**src/rtl/muldiv_ctrl.sv**
```systemverilog
// rtl/muldiv_ctrl.sv - EX-stage multiply/divide sequencer with HI/LO writeback
//
// Purpose: accepts one mult/multu/div/divu from EX, latches the operands,
// drives an external multiplier (fixed latency MUL_LAT) or an external
// handshaked divider, stalls IF/ID/EX while busy, and presents the 64-bit
// result on hi_out/lo_out qualified by hilo_we.
//
// Ports:
//   clk, resetn                 clock, asynchronous active-low reset
//   op_valid, op_code, op_a/b   instruction from EX (00 mult, 01 multu, 10 div, 11 divu)
//   flush, hold                 kill in-flight op / downstream stall
//   stallreq                    pipeline stall request
//   hilo_we, hi_out, lo_out     HI/LO writeback
//   mul_signed, mul_ina/inb     multiplier operands, mul_result product
//   div_start, div_signed,
//   div_opdata1/2, div_annul    divider control, div_ready/div_result response
//
// Configuration: define MDU_DIVZERO_FAST_EN to complete divide-by-zero in one
// cycle (hi=dividend, lo=all ones) without starting the divider.
module muldiv_ctrl #(
  parameter int MUL_LAT = 2
) (
  input  logic        clk,
  input  logic        resetn,
  input  logic        op_valid,
  input  logic [1:0]  op_code,
  input  logic [31:0] op_a,
  input  logic [31:0] op_b,
  input  logic        flush,
  input  logic        hold,
  output logic        stallreq,
  output logic        hilo_we,
  output logic [31:0] hi_out,
  output logic [31:0] lo_out,
  output logic        mul_signed,
  output logic [31:0] mul_ina,
  output logic [31:0] mul_inb,
  input  logic [63:0] mul_result,
  output logic        div_start,
  output logic        div_signed,
  output logic [31:0] div_opdata1,
  output logic [31:0] div_opdata2,
  output logic        div_annul,
  input  logic        div_ready,
  input  logic [63:0] div_result
);

  typedef enum logic [1:0] {IDLE, MUL, DIV, DONE} state_t;

  state_t      state;
  logic [3:0]  cnt;
  logic [31:0] a_q;
  logic [31:0] b_q;
  logic        sign_q;
  logic        div_zero_fast;

`ifdef MDU_DIVZERO_FAST_EN
  assign div_zero_fast = op_code[1] && (op_b == 32'd0);
`else
  assign div_zero_fast = 1'b0;
`endif

  always_ff @(posedge clk or negedge resetn) begin
    if (!resetn) begin
      state  <= IDLE;
      cnt    <= 4'd0;
      a_q    <= 32'd0;
      b_q    <= 32'd0;
      sign_q <= 1'b0;
      hi_out <= 32'd0;
      lo_out <= 32'd0;
    end else if (flush) begin
      // Flush wins over any completion in the same cycle: no capture.
      state <= IDLE;
      cnt   <= 4'd0;
    end else begin
      case (state)
        IDLE: begin
          if (op_valid) begin
            a_q    <= op_a;
            b_q    <= op_b;
            sign_q <= ~op_code[0];
            if (div_zero_fast) begin
              hi_out <= op_a;
              lo_out <= 32'hFFFF_FFFF;
              state  <= DONE;
            end else if (!op_code[1]) begin
              cnt   <= 4'(MUL_LAT - 1);
              state <= MUL;
            end else begin
              state <= DIV;
            end
          end
        end
        MUL: begin
          if (cnt == 4'd0) begin
            {hi_out, lo_out} <= mul_result;
            state            <= DONE;
          end else begin
            cnt <= cnt - 4'd1;
          end
        end
        DIV: begin
          if (div_ready) begin
            {hi_out, lo_out} <= div_result;
            state            <= DONE;
          end
        end
        DONE: begin
          if (!hold) state <= IDLE;
        end
        default: state <= IDLE;
      endcase
    end
  end

  // Operand buses are gated by state so the units see zeros when not in use;
  // the resetn term keeps every output low while reset is asserted.
  assign stallreq    = resetn && ((state == MUL) || (state == DIV) ||
                                  ((state == IDLE) && op_valid));
  assign hilo_we     = (state == DONE);
  assign mul_signed  = (state == MUL) && sign_q;
  assign mul_ina     = (state == MUL) ? a_q : 32'd0;
  assign mul_inb     = (state == MUL) ? b_q : 32'd0;
  assign div_signed  = (state == DIV) && sign_q;
  assign div_opdata1 = (state == DIV) ? a_q : 32'd0;
  assign div_opdata2 = (state == DIV) ? b_q : 32'd0;
  assign div_start   = (state == DIV) && !flush;
  assign div_annul   = (state == DIV) && flush;

endmodule
```
**config.mk**
```make
export PLATFORM = sky130hd
export DESIGN_NAME = muldiv_ctrl
export DESIGN_NICKNAME = d
export VERILOG_FILES = /design/src/rtl/muldiv_ctrl.sv
export SDC_FILE = /design/constraint.sdc
export NUM_CORES = 1
export LEC_CHECK = 0
export BUFFER_PORTS_ARGS = -buffer_cell sky130_fd_sc_hd__buf_2
export CAP_MARGIN = 20
export CORE_AREA = 10 10 146 148
export CTS_CLUSTER_SIZE = 16
export DETAILED_ROUTE_END_ITERATION = 8
export DIE_AREA = 0 0 156 158
export PLACE_DENSITY = 0.7
export SYNTH_ARGS = -nofsm -noshare
export SYNTH_HDL_FRONTEND = slang
export SYNTH_SLANG_ARGS = --single-unit
```
**constraint.sdc**
```tcl
create_clock -name clk -period 4.8 [get_ports clk]
set_input_delay 0.96 -clock clk [delete_from_list [all_inputs] [get_ports clk]]
set_output_delay 0.96 -clock clk [all_outputs]
set_load 0.02 [all_outputs]
```
# After elaboration in Yosys (flattened, before gate mapping)

Index checks and enable logic that the tools add are counted.

Flip-flop bits (word level): 135
Input port bits: 200
Logic and storage cells: 60

Reduce and logical (&&, ||, !) cells: 17
Bitwise operators: 2
Equality and inequality tests: 11
Mux-type cells: 22
Add/subtract/negate cells: 1

Operators by type and width:

| cell                                                 | count |
|---|---|
| two-way mux 32 bit                                   | 8 |
| case mux 32 bit (2 select lines)                     | 2 |
| != test 3 bit (second input constant)                | 6 |
| two-way mux 4 bit                                    | 4 |
| two-way mux 2 bit                                    | 6 |
| AND reduction 4 bit                                  | 3 |
| case mux 2 bit (4 select lines)                      | 1 |
| case mux 4 bit (2 select lines)                      | 1 |
| logical AND 1 bit                                    | 6 |
| equality test 2 bit (second input constant)          | 2 |
| logical NOT 4 bit                                    | 1 |
| != test 2 bit (second input constant)                | 2 |
| subtractor 4 x 1 -> 4 bit (second input constant)    | 1 |
| AND reduction 3 bit                                  | 1 |
| nonzero test 3 bit                                   | 1 |
| equality test 2 x 1 -> 1 bit (second input constant) | 1 |
| logical NOT 2 bit                                    | 1 |
| logical OR 1 bit                                     | 2 |
| inverter 1 bit                                       | 2 |
| nonzero test 2 bit                                   | 1 |
| logical NOT 1 bit                                    | 1 |

# Logic depth before layout (Yosys ltp)

Gate-level depths: netlist of the first run.

Depth in word-level cells: 4
Depth in mapped cells: 9
Gate-level depth less buffers: 6

# Worst setup path before layout of the first run

No wires, ideal clock.

Kind: register -> output
Start point: reg state[1]
End point: out mul_inb[10]
Arrival time: 1.599 ns
Setup slack: 2.241 ns
Stages on the path, launching flop included: 7
Data required time: 3.840 ns
Buffers on the path: 3
Cells stage by stage: dfrtp_1 > inv_1 > ha_1 > clkbuf_1 > clkbuf_1 > clkbuf_1 > and2_1

Word-level cells in the longest chain between the ends: 2

RTL lines:

| item                         | RTL line | RTL |
|---|---|---|
| start: declaration           | 50       | `state_t state;` |
| start signal: assignment     | 65       | `state <= IDLE;` |
| start signal: assignment     | 74       | `state <= IDLE;` |
| start signal: assignment     | 86       | `state <= DONE;` |
| equality test 2 x 1 -> 1 bit | 124      | `assign mul_inb = (state == MUL) ? b_q : 32'd0;` |
| two-way mux 32 bit           | 124      |  |
| end: declaration             | 37       | `output logic [31:0] mul_inb,` |

No other way between the ends.

# Final worst setup path of the first run

Start point: reg state[0]
End point: out div_opdata1[17]

Word-level cells in the longest chain between the ends: 2

RTL lines:

| item                | RTL line | RTL |
|---|---|---|
| equality test 2 bit | 126      | `assign div_opdata1 = (state == DIV) ? a_q : 32'd0;` |
| two-way mux 32 bit  | 126      |  |
| end: declaration    | 41       | `output logic [31:0] div_opdata1,` |

No other way between the ends.

==> flow_metrics.env, run 1 <==
export IMPL_cts_buffers=17
export IMPL_syn_avg_cell_area_um2=11.0
export IMPL_synth_top_cell_area_share=0.495
export IMPL_die_x_um=156
export IMPL_post_cts_resized=0
export IMPL_max_slew_margin=0.349
export IMPL_r2r_start="state[0]$_DFFE_PN0P_"
export IMPL_place_hpwl_um=17500
export IMPL_cts_hold_buf=0
export IMPL_synth_area_um2=6820
export IMPL_rsz0062_at_grt="no"
export IMPL_min_path_type="input pin to asynchronous set/reset pin"
export IMPL_grt_max_degree=114
export IMPL_cp_required_ns=3.84
export IMPL_synth_area_leader_cell="dfrtp_1"
export IMPL_ys_flop_type="dfrtp_1"
export IMPL_cts_sinks=135
export IMPL_vias=5717
export IMPL_worst_r2r_path_depth=6
export IMPL_cts_root_buf="clkbuf_16"
export IMPL_reg2reg_to="a_q[15]$_DFFE_PN0P_"
export IMPL_netSwitchingPower_uw=2650
export IMPL_reg2reg_slack_ns=2.21
export IMPL_ios=398
export IMPL_seq_power_share=0.325
export IMPL_die_area_um2=24600
export IMPL_report_final_slew_viol_count=0
export IMPL_critPathLaunchType="flip-flop"
export IMPL_mappedNetlistNets=824
export IMPL_sw_frac_of_total=0.416
export IMPL_ys_seq_area_frac=0.495
export IMPL_power_total_uw=6370
export IMPL_fmax_ghz=0.313
export IMPL_clock_latency_ns=0.41
export IMPL_dr_pass1_iters=4
export IMPL_yosys_warnings=0
export IMPL_grt_usage=0.169
export IMPL_p_clk_frac=0.203
export IMPL_pwr_share_comb=0.472
export IMPL_drc_errors=0
export IMPL_cp_max_fo=94
export IMPL_worstPathArrival_ns=2.23
export IMPL_fillers=1750
export IMPL_drt_iter0_markers=205
export IMPL_report_final_hold_viol_count=0
export IMPL_outcome="finished, final reports clean"
export IMPL_rows=50
export IMPL_coreArea_um2=18500
export IMPL_routed_via_density=4.60
export IMPL_crit_type="flip-flop to primary output"
export IMPL_crit_path_end_kind="primary output"
export IMPL_worst_ir_drop_vdd_uv=309
export IMPL_die_y_um=158
export IMPL_areaGrowthSynthToFinish_pct=39.6
export IMPL_maxCapViolCount=0
export IMPL_period_share=0.665
export IMPL_synth_edf_count=0
export IMPL_setup_tns_ns=0
export IMPL_clock_path_buffers=2
export IMPL_path_clk_slew_ns=0.06
export IMPL_grt_pass1_wl_um=32700
export IMPL_cts_htree_levels=4
export IMPL_cts_setup_buffers=0
export IMPL_grt_ovfl_total=0
export IMPL_wl_um=21800
export IMPL_synth_seq_cells=135
export IMPL_wl_per_cell_um=17.5
export IMPL_fin_skew_ns=0.00760
export IMPL_gp_congestion=0.837
export IMPL_synthCells=618
export IMPL_setup_violations=0
export IMPL_grt_pass1_vias=6096
export IMPL_drtAntennaViolNets=0
export IMPL_final_common_cell="buf_2"
export IMPL_grt_antenna_before_repair=3
export IMPL_nets=1201
export IMPL_synth_distinct_cells=28
export IMPL_numPortBuffers=397
export IMPL_mostFrequentLayoutCells="396 x buf_2, 135 x dfrtp_1, 131 x and2_1, 67 x mux2_2, 66 x nor2_1"
export IMPL_finalCriticalPeriod_ns=3.19
export IMPL_synthTopCellsByArea="dfrtp_1 50%, and2_1 12%, mux2_2 11%, mux2i_1 9.5%, a21oi_1 3.7%"
export IMPL_drive_gt1_frac=0.520
export IMPL_power_density_nw_per_um2=669
export IMPL_cts_tree="built"
export IMPL_async_flop_share=1.00
export IMPL_leakage_uw=0.00483
export IMPL_internal_power_uw=3720
export IMPL_tightest_slew_ns=0.977
export IMPL_initial_utilization=0.369
## critical path: stages (launching register included)
cell and delay (ns):
dfrtp_1 0.42, inv_1 0.14, ha_4 0.78, and2_1 0.27
buf_2 0.18
## layer usage
layer	wire length (um)	part of all wire	global-route usage	up-vias
li1	-	-	-	2820
met1	8180	0.38	0.177	2600
met2	10800	0.49	0.291	266
met3	2390	0.11	0.0814	27
met4	411	0.019	0.0598	4
met5	33	0.0015	0	-
## metrics by stage
step / worst slack (ns) / util / hold slack (ns) / area (um^2) / instances
after global routing: 1.42 / 0.516 / 0.381 / 9520 / 1242
final: 1.61 / 0.516 / 0.396 / 9520 / 1242
after floorplan: 2.24 / - / 0.456 / 6820 / 618
after CTS: 1.57 / 0.516 / 0.380 / 9520 / 1241
after detailed placement: 1.86 / 0.484 / 0.499 / 8930 / 1210
after global placement: 1.89 / 0.484 / 0.495 / 8930 / 1210
## state kept, by name (all words and copies together), names as in the netlist
name and count:
cnt 4, state 2, lo_out 32, b_q 32, sign_q 1, a_q 32, hi_out 32
## power groups by stage
| stage | Sequential, uW | Combinational, uW | Clock, uW |
|---|---|---|---|
| 5_1_grt | 2150 | 3300 | 1390 |
| 3_5_place_dp | 2080 | 3070 | 0 |
| 6_report | 2070 | 3010 | 1290 |
| 4_1_cts | 2080 | 3060 | 1330 |
| 2_1_floorplan | 2300 | 1830 | 0 |
| 3_3_place_gp | 2060 | 3020 | 0 |
## final cells by class
type                    instances  area [um^2]  share of cell area
clock buffers                  18          429              0.0451
flip-flops and latches        135         3380               0.355
clock inverters                13          158              0.0166
well taps                     234          293              0.0307
repair buffers                404         2060               0.216
inverters                       7         26.3             0.00276
multi-input cells             430         3180               0.334
diodes                          1         2.50            0.000263
## cell families after synthesis
| family | count (synthesis) | share of synthesized area |
|---|---|---|
| AND/OR/NAND/NOR | 212 | 0.171 |
| flip-flops | 135 | 0.495 |
| buffers and inverters | 53 | 0.0409 |
| multiplexers | 132 | 0.206 |
| adder cells (fa/ha/maj) | 6 | 0.0110 |
| AO/OA/AOI/OAI | 80 | 0.0760 |
## synthesized netlist by cell type, drive strengths merged, types with 3 or more instances
cell type,count
nor2,66
dfrtp,135
nor2b,3
inv,7
buf,19
nand2b,3
nand2,3
a21oi,71
clkbuf,27
and2,131
mux2,67
mux2i,65
ha,6
## how the worst max path moves through the flow
stage | start | endpoint | cells after the start
2_1_floorplan | state[1]$_DFFE_PN0P_ | mul_inb[10] | 6
3_3_place_gp | flush | a_q[23]$_DFFE_PN0P_ | 5
3_5_place_dp | flush | a_q[15]$_DFFE_PN0P_ | 5
4_1_cts | state[0]$_DFFE_PN0P_ | div_annul | 4
5_1_grt | state[1]$_DFFE_PN0P_ | mul_ina[21] | 4
6_report | state[0]$_DFFE_PN0P_ | div_opdata1[17] | 4
Note: power is estimated with default switching activity, not from simulation.
==> run 2, diff against run 1 <==
- ABC_AREA: default -> 1
- CORE_AREA: 10 10 146 148 -> 10 10 148 150
- DIE_AREA: 0 0 156 158 -> 0 0 158 160
- PLACE_DENSITY: 0.7 -> 0.69
- clock period: 4.8 -> 3.1 ns (I/O delays scaled with it)
==> flow_metrics.env, run 2 <==
export IMPL_outcome="finished, final reports clean"
export IMPL_async_flop_share=1.00
export IMPL_synth_seq_cells=135
export IMPL_cp_top_family="buffers and inverters"
export IMPL_clock_path_buffers=2
export IMPL_path_buf_inv=4
export IMPL_die_area_um2=25300
export IMPL_mostFrequentLayoutCells="396 x buf_2, 220 x nand2_1, 145 x inv_1, 135 x dfrtp_1, 70 x o21ai_0"
export IMPL_period_share=0.875
export IMPL_coreArea_um2=19100
export IMPL_fin_skew_ns=0.00706
export IMPL_gp_congestion=0.781
export IMPL_drive_gt1_frac=0.436
export IMPL_max_stage_delay_ns=0.43
export IMPL_report_final_slew_viol_count=0
export IMPL_vias=6208
export IMPL_synth_most_common_cell="nand2_1"
export IMPL_cts_htree_levels=4
export IMPL_dr_pass1_iters=4
export IMPL_ys_seq_area_frac=0.479
export IMPL_fillers=1761
export IMPL_ys_flop_type="dfrtp_1"
export IMPL_cts_setup_buffers=0
export IMPL_post_cts_resized=0
export IMPL_maxCapViolCount=0
export IMPL_nets=1366
export IMPL_mappedNetlistNets=981
export IMPL_highest_signal_layer="met5"
export IMPL_yosys_warnings=0
export IMPL_die_x_um=158
export IMPL_synthTopCellsByCount="220 x nand2_1, 145 x inv_1, 135 x dfrtp_1"
export IMPL_tightest_slew_ns=0.786
export IMPL_cts_root_buf="clkbuf_16"
export IMPL_route_met3_wl_um=2590
export IMPL_placed_area_um2=9300
export IMPL_max_slew_margin=0.476
export IMPL_grt_usage=0.172
export IMPL_cts_hold_buf=0
export IMPL_place_hpwl_um=17700
export IMPL_path_cells="inv_1, ha_4, buf_4, nand2_1, inv_1, buf_2"
export IMPL_routedLengthMet1_um=8960
export IMPL_numPortBuffers=397
export IMPL_setup_tns_ns=0
export IMPL_cp_max_fo=40
export IMPL_synth_area_leader_cell="dfrtp_1"
export IMPL_crit_slowest_cell="ha_4"
export IMPL_grt_ovfl_total=0
export IMPL_critPathLaunchType="flip-flop"
export IMPL_synth_distinct_cells=21
export IMPL_wl_per_cell_um=15.8
export IMPL_cpMostUsedCell="inv_1"
export IMPL_min_path_type="input pin to asynchronous set/reset pin"
export IMPL_finalInstanceArea_um2=9910
export IMPL_synth_area_um2=7050
export IMPL_ios=398
export IMPL_final_common_cell="buf_2"
export IMPL_synthTopCellsByArea="dfrtp_1 48%, nand2_1 12%, mux2i_1 9.1%, mux2_4 8.1%, inv_1 7.7%"
export IMPL_drtAntennaViolNets=0
export IMPL_wl_um=22300
export IMPL_synth_edf_count=0
export IMPL_drc_errors=0
export IMPL_rows=51
export IMPL_synthCells=775
export IMPL_worst_ir_drop_vdd_uv=429
export IMPL_synth_top_cell_area_share=0.479
export IMPL_drt_iter0_markers=246
export IMPL_report_final_hold_viol_count=0
export IMPL_worst_hold_slack_ns=0.260
export IMPL_rsz0062_at_grt="no"
export IMPL_cp_required_ns=2.48
export IMPL_crit_type="flip-flop to primary output"
export IMPL_die_y_um=160
export IMPL_initial_utilization=0.370
export IMPL_path_clk_slew_ns=0.06
export IMPL_fmax_ghz=0.369
export IMPL_setup_violations=0
export IMPL_syn_avg_cell_area_um2=9.10
export IMPL_grt_pass1_wl_um=34600
export IMPL_routed_via_density=4.40
export IMPL_areaGrowthSynthToFinish_pct=40.4
export IMPL_clock_latency_ns=0.41
export IMPL_leakage_uw=0.00632
export IMPL_worstPathArrival_ns=2.09
export IMPL_cts_buffers=17
export IMPL_cts_tree="built"
export IMPL_cts_sinks=135
export IMPL_grt_pass1_vias=6426
export IMPL_finalCriticalPeriod_ns=2.71
export IMPL_grt_max_degree=136
export IMPL_power_density_nw_per_um2=1050
export IMPL_wl_met2_um=10400
export IMPL_crit_path_end_kind="primary output"
export IMPL_grt_antenna_before_repair=2
-- run 2: changes by cell type after synthesis, sizes merged, moves of 55 or more --
cell	change
nand2	+218
inv	+139
nor2	-55
o21ai	+69
a21oi	-70
and2	-131
-- run 2: cell type report --
class,count,area [um^2],area share
inverter,146,548,0.0553
sequential,135,3380,0.341
multi-input combinational,450,2920,0.295
timing repair buffer,410,2150,0.217
clock buffer,20,457,0.0461
clock inverter,11,149,0.0150
antenna,2,5.00,0.000505
tap,238,298,0.0301
-- run 2: power breakdown --
group	switching, uW	total [uW]	internal (uW)
clock	749	2050	1310
sequential	615	3250	2640
combinational	3080	5090	2010
-- run 2: kinds of logic (layout without fill, tap and decap cells) --
kind of cell / Yosys count / count (layout) / share of synthesized area
muxes: 128 / 128 / 0.213
adders and majority gates: 6 / 6 / 0.0106
DFF: 135 / 135 / 0.479
AOI/OAI and AO/OA: 72 / 72 / 0.0514
other: 0 / 2 / 0
and+or+nand+nor: 244 / 244 / 0.134
buffers and inverters: 190 / 587 / 0.112
-- run 2: final timing paths --
check                                       start                     end  slack (ns)  depth (start not counted)
min reg2reg                lo_out[26]$_DFFE_PN0P_  lo_out[26]$_DFFE_PN0P_        0.47                          2
max in group asynchronous                  resetn    state[1]$_DFFE_PN0P_        2.18                          2
min                                        resetn     a_q[22]$_DFFE_PN0P_        0.26                          2
min in group clk                       op_code[0]      sign_q$_DFFE_PN0P_        0.42                          2
max                          state[0]$_DFFE_PN0P_         div_opdata2[28]        0.39                          6
max reg2reg                  state[1]$_DFFE_PN0P_   lo_out[4]$_DFFE_PN0P_        0.95                          7
-- run 2: routing by layer --
layer	track usage	up-vias
met5	0	-
met4	0.0463	2
met3	0.0817	20
met2	0.285	264
met1	0.192	2763
li1	-	3159
-- run 2: worst register-to-register path: cells and delay by family, from the launching register on --
kind | cells | cell delay, ns
AND/OR/NAND/NOR | 2 | 0.65
adder cells (fa/ha/maj) | 1 | 0.28
buffers and inverters | 3 | 0.53
flip-flops | 1 | 0.42
AO/OA/AOI/OAI | 1 | 0.19
-- run 2: stage by stage --
stage	std cells	setup slack, ns	utilization	power [uW]
final	1412	0.388	0.519	10400
after global routing	1411	0.179	0.519	11200
after CTS	1410	0.343	0.519	10600
after detailed placement	1379	0.796	0.487	8450
after global placement	1379	0.860	0.487	8340
after floorplan	775	0.988	-	6660
